--- src/rtl/uart_tx_serializer.sv ---
// UART frame serializer: start bit, DATA_BITS data LSB first, optional even parity, STOP_BITS stop bits.
// Latency: tx_start accepted on the edge it is seen while idle; start bit begins on the edge after the next baud tick.
// Backpressure: no queueing; tx_start is ignored while busy=1, so the requester must wait for busy=0 or done.
//
// Ports:
//   clk        system clock, rising edge
//   reset      asynchronous active-low reset
//   baud_flag  toggling bit-rate level; every level change is one bit tick
//   tx_start   send request, sampled only while busy=0
//   tx_data    word to send, latched on acceptance
//   tx         serial line, idles high
//   busy       high from the cycle after acceptance until the frame completes
//   done       one-cycle pulse on frame completion
//
// Build option: define UART_TX_PARITY_EN to insert one even-parity bit after the data bits.

module uart_tx_serializer #(
    parameter int DATA_BITS = 8,
    parameter int STOP_BITS = 1
) (
    input  logic                 clk,
    input  logic                 reset,
    input  logic                 baud_flag,
    input  logic                 tx_start,
    input  logic [DATA_BITS-1:0] tx_data,
    output logic                 tx,
    output logic                 busy,
    output logic                 done
);

    localparam int CW = $clog2(DATA_BITS);
    localparam logic [CW-1:0] LAST_BIT  = CW'(DATA_BITS - 1);
    localparam logic          LAST_STOP = 1'(STOP_BITS - 1);

`ifdef UART_TX_PARITY_EN
    typedef enum logic [2:0] {IDLE, SYNC, START, DATA, PARITY, STOP} state_t;
`else
    typedef enum logic [2:0] {IDLE, SYNC, START, DATA, STOP} state_t;
`endif

    state_t               state_q, state_d;
    logic                 flag_q;
    logic                 tick;
    logic [DATA_BITS-1:0] shift_q, shift_d;
    logic [CW-1:0]        bit_cnt_q, bit_cnt_d;
    logic                 stop_cnt_q, stop_cnt_d;
    logic                 tx_d, busy_d, done_d;
`ifdef UART_TX_PARITY_EN
    logic                 parity_q, parity_d;
`endif

    // Either edge of the baud level marks one bit period.
    assign tick = baud_flag ^ flag_q;

    always_ff @(posedge clk or negedge reset) begin
        if (!reset) begin
            state_q    <= IDLE;
            flag_q     <= 1'b0;
            shift_q    <= '0;
            bit_cnt_q  <= '0;
            stop_cnt_q <= 1'b0;
            tx         <= 1'b1;
            busy       <= 1'b0;
            done       <= 1'b0;
`ifdef UART_TX_PARITY_EN
            parity_q   <= 1'b0;
`endif
        end else begin
            state_q    <= state_d;
            flag_q     <= baud_flag;
            shift_q    <= shift_d;
            bit_cnt_q  <= bit_cnt_d;
            stop_cnt_q <= stop_cnt_d;
            tx         <= tx_d;
            busy       <= busy_d;
            done       <= done_d;
`ifdef UART_TX_PARITY_EN
            parity_q   <= parity_d;
`endif
        end
    end

    always_comb begin
        state_d    = state_q;
        shift_d    = shift_q;
        bit_cnt_d  = bit_cnt_q;
        stop_cnt_d = stop_cnt_q;
        tx_d       = tx;
        busy_d     = busy;
        done_d     = 1'b0;
`ifdef UART_TX_PARITY_EN
        parity_d   = parity_q;
`endif
        case (state_q)
            IDLE: begin
                tx_d = 1'b1;
                // A tick arriving with the request is deliberately left for
                // nothing: SYNC waits for the following tick so the start bit
                // is a full bit period long.
                if (tx_start) begin
                    shift_d = tx_data;
`ifdef UART_TX_PARITY_EN
                    parity_d = ^tx_data;
`endif
                    busy_d  = 1'b1;
                    state_d = SYNC;
                end
            end
            SYNC: begin
                if (tick) begin
                    tx_d    = 1'b0;
                    state_d = START;
                end
            end
            START: begin
                if (tick) begin
                    tx_d      = shift_q[0];
                    shift_d   = shift_q >> 1;
                    bit_cnt_d = '0;
                    state_d   = DATA;
                end
            end
            DATA: begin
                if (tick) begin
                    if (bit_cnt_q == LAST_BIT) begin
`ifdef UART_TX_PARITY_EN
                        tx_d    = parity_q;
                        state_d = PARITY;
`else
                        tx_d       = 1'b1;
                        stop_cnt_d = 1'b0;
                        state_d    = STOP;
`endif
                    end else begin
                        // shift_q already holds the next bit in position 0.
                        tx_d      = shift_q[0];
                        shift_d   = shift_q >> 1;
                        bit_cnt_d = bit_cnt_q + CW'(1);
                    end
                end
            end
`ifdef UART_TX_PARITY_EN
            PARITY: begin
                if (tick) begin
                    tx_d       = 1'b1;
                    stop_cnt_d = 1'b0;
                    state_d    = STOP;
                end
            end
`endif
            STOP: begin
                if (tick) begin
                    if (stop_cnt_q == LAST_STOP) begin
                        busy_d  = 1'b0;
                        done_d  = 1'b1;
                        state_d = IDLE;
                    end else begin
                        stop_cnt_d = 1'b1;
                    end
                end
            end
            default: begin
                state_d = IDLE;
            end
        endcase
    end

endmodule
--- config.mk ---
export PLATFORM = sky130hd
export DESIGN_NAME = uart_tx_serializer
export DESIGN_NICKNAME = d
export VERILOG_FILES = /design/src/rtl/uart_tx_serializer.sv
export SDC_FILE = /design/constraint.sdc
export NUM_CORES = 1
export LEC_CHECK = 0
export CORE_UTILIZATION = 49
export DETAILED_ROUTE_END_ITERATION = 8
export PLACE_DENSITY = 0.77
export SYNTH_ARGS = -nofsm -noshare
export SYNTH_HDL_FRONTEND = slang
export SYNTH_SLANG_ARGS = --single-unit
--- constraint.sdc ---
create_clock -name clk -period 4.4 [get_ports clk]
set_clock_uncertainty 0.15 [all_clocks]
set_input_delay 0.44 -clock clk [delete_from_list [all_inputs] [get_ports clk]]
set_output_delay 0.44 -clock clk [all_outputs]
set_load 0.005 [all_outputs]
==> flow_summary.ini <==
[run_status]
status = completed

[clocking]
cts_tree = built
post-cts-setup-buffers = 0
post_cts_resized = 0
root_buffer = clkbuf_4
htreeDepth = 1
clk_path_buf_depth = 2
ctsHoldBuffers = 0
clkTransAtPathRegs_ns = 0.11
cts_buffers = 3
clock_latency_ns = 0.28
clock_sinks = 18

[place]
globalplace.congestion = 0.8060
pre_cts_ws_ns = 2.001
io_buffers = 14
hpwl_mm = 1.156

[final_layout]
area_growth_pct = 19.87
seq_area_um2 = 451.7
multiInputGateArea_um2 = 454.2
layout-drive-gt1-share_pct = 22.83
diodes = 0
fill_cells = 153
nNetsFinal = 107

[logic_synthesis]
syn_inst = 79
synth_simple_gate_area_share_pct = 10.74
ys_types = 29
syn_nets = 93
synth_xor_area_share_pct = 2.685
synth_top_family_by_area = multiplexers
avgSynthCellArea_um2 = 11.80
synthMuxAreaShare_pct = 17.99
mappedNetlistArea_um2 = 932.1
synth_fa_ha_area_share_pct = 2.685
synth-seq-cells = 18
yosys_warnings = 0
synth.yosys.seq_area_share_pct = 48.46
synth_compound_area_share_pct = 14.63

[setup_path]
worstSetupPathType = reg -> reg
critPathLaunchType = flop
endpoint_kind = flop
rr_worst_depth = 5
cp_num_buf_inv = 0
crit_top_cell = ha_1
r2r-end = shift_q[6]
required_ns = 4.43
path_cells = ha_1, ha_1, nand2b_1, a221oi_4, mux2_2
slowest_stage = a221oi_4
crit_path_max_fanout = 10
cp.depth = 5
cpPeakStageDelay_ns = 0.49
reg2reg_slack_ns = 2.10
rr_startpoint = bit_cnt_q[0]
arrival_ns = 2.33
critPathTopFamily = adder cells

[min_path]
min_from = shift_q[5]
whs_path_depth = 1
holdCritPathClass = reg -> reg
min_to = shift_q[5]

[power_and_ir_drop]
leakagePower_nw = 0.4804
peakVddDrop_mv = 0.3578
p_per_area_nw_per_um2 = 530.3

[route]
vias_per_cell = 5.658
drtIter0Drc = 17
wl_per_cell_um = 14.27
wl_mm = 1.670
ant_nets = 0
drtPass1Iterations = 4
drc_errors = 0
vias = 662

[timing]
finalSetupTns_ns = 0
maxSlewHeadroom_pct = 44.20
finalCriticalPeriod_ns = 2.304
worst_pin_slew_ns = 0.8344
setup_viol = 0
rsz0062_at_grt = false
max_freq_mhz = 434.1
finalCritPeriodShare_pct = 52.35
layout_setup_ws_ns = 2.096
hold_slack_ns = 0.3613
final-hold-violation-count = 0
slew_viol_final = 0

[floorplanning]
start_util_pct = 53.41
ios = 15
die_height_um = 45.62
row_count = 15
dieArea_um2 = 2081
die_x_um = 45.62
core_area_um2 = 1745

[grt]
grt_max_degree = 19
grt-ovfl-total = 0
antenna_found_initial = 0
grt_pass1_wl_mm = 2.794
track_usage_pct = 19.01
grt_pass1_vias = 635

[flow_run]
cap_viol_max_count = 0
power by group:
| part | internal, mW | total [mW] | switching, mW |
|---|---|---|---|
| registers | 0.217 | 0.267 | 0.0499 |
| logic | 0.131 | 0.224 | 0.0932 |
| clock network | 0.0503 | 0.101 | 0.0509 |
| total | 0.399 | 0.592 | 0.194 |
layer usage:
metal  vias up  wire length (um)  global-route usage, %
li1        318                 -                      -
met1       321               752                  25.00
met2        21               834                  31.71
met3         2                69                  2.381
met4         0                14                  7.273
met5         -                 0                      0
cell usage in the layout, fill, tap and decap left out:
master	Yosys	layout
nand2_1	2	2
a221oi_4	1	1
nor2b_1	1	1
nor3_1	2	2
mux2_2	14	14
nand3_1	5	5
xor2_1	1	1
clkdlybuf4s50_1	0	14
dfrtp_1	17	17
a311oi_1	1	1
and4_1	1	1
nor2_1	1	1
dfstp_2	1	1
o211ai_1	1	1
o21bai_1	1	1
a31oi_1	1	1
o31ai_1	2	2
clkbuf_8	0	1
mux2i_1	1	1
clkbuf_4	0	3
a21o_1	1	1
nand2b_1	4	4
and3_1	1	1
inv_1	1	1
nand3b_1	1	1
o311ai_0	2	2
ha_1	2	2
xnor2_2	1	1
o21ai_0	6	6
a21oi_1	2	2
state kept, by name, summed over array words and instances (netlist names):
register,cells
shift_q,8
bit_cnt_q,3
state_q,3
busy,1
done,1
flag_q,1
tx,1
worst max path at each step:
| stage | from | to |
|---|---|---|
| 4_1_cts | bit_cnt_q[0] | shift_q[6] |
| 5_1_grt | bit_cnt_q[0] | shift_q[6] |
| 2_1_floorplan | bit_cnt_q[0] | shift_q[0] |
| 3_3_place_gp | baud_flag | shift_q[5] |
| 3_5_place_dp | baud_flag | shift_q[6] |
| 6_report | bit_cnt_q[0] | shift_q[6] |
kinds of logic (layout without fill, tap and decap cells):
group,after synthesis,in the layout
AOI/OAI and AO/OA,18,18
DFF,18,18
and+or+nand+nor,18,18
muxes,15,15
buffers and inverters,6,19
adders and majority gates,2,2
xor gates and xnor gates,2,2
Yosys cell counts (all sizes together):
cell	number	share of area, %
dfstp	1	2.8
mux2	14	17
mux2i	1	1.1
xor2	1	0.94
nand2b	4	2.7
dfrtp	17	46
buf	3	1.6
nor2b	1	0.67
o21bai	1	0.81
a221oi	1	2.8
nand2	2	0.81
and4	1	0.94
xnor2	1	1.7
a21o	1	0.81
o31ai	2	1.6
clkbuf	2	0.81
a21oi	2	1.1
ha	2	2.7
a31oi	1	0.67
o21ai	6	3.2
and3	1	0.67
nor2	1	0.40
nand3b	1	0.81
nor3	2	1.1
o311ai	2	1.9
inv	1	0.40
o211ai	1	0.81
nand3	5	2.7
a311oi	1	0.94
area by class of cell:
class / count / share of cell area (%)
Clock buffer: 4 / 3.247
Inverter: 1 / 0.3359
Multi-Input combinational cell: 55 / 40.65
Sequential cell: 18 / 40.43
Tap cell: 25 / 2.800
Timing Repair Buffer: 14 / 12.54
stage by stage:
step / cell area, um2 / util (%) / power (mW) / std cells
after global routing: 1117 / 64.01 / 0.6339 / 117
after detailed placement: 1081 / 61.94 / 0.4958 / 113
after CTS: 1117 / 64.01 / 0.6001 / 117
after floorplan: 932.1 / - / 0.4441 / 79
after global placement: 1081 / 61.94 / 0.4877 / 113
final: 1117 / 64.01 / 0.5925 / 117
(Power assumes the default switching activity.)
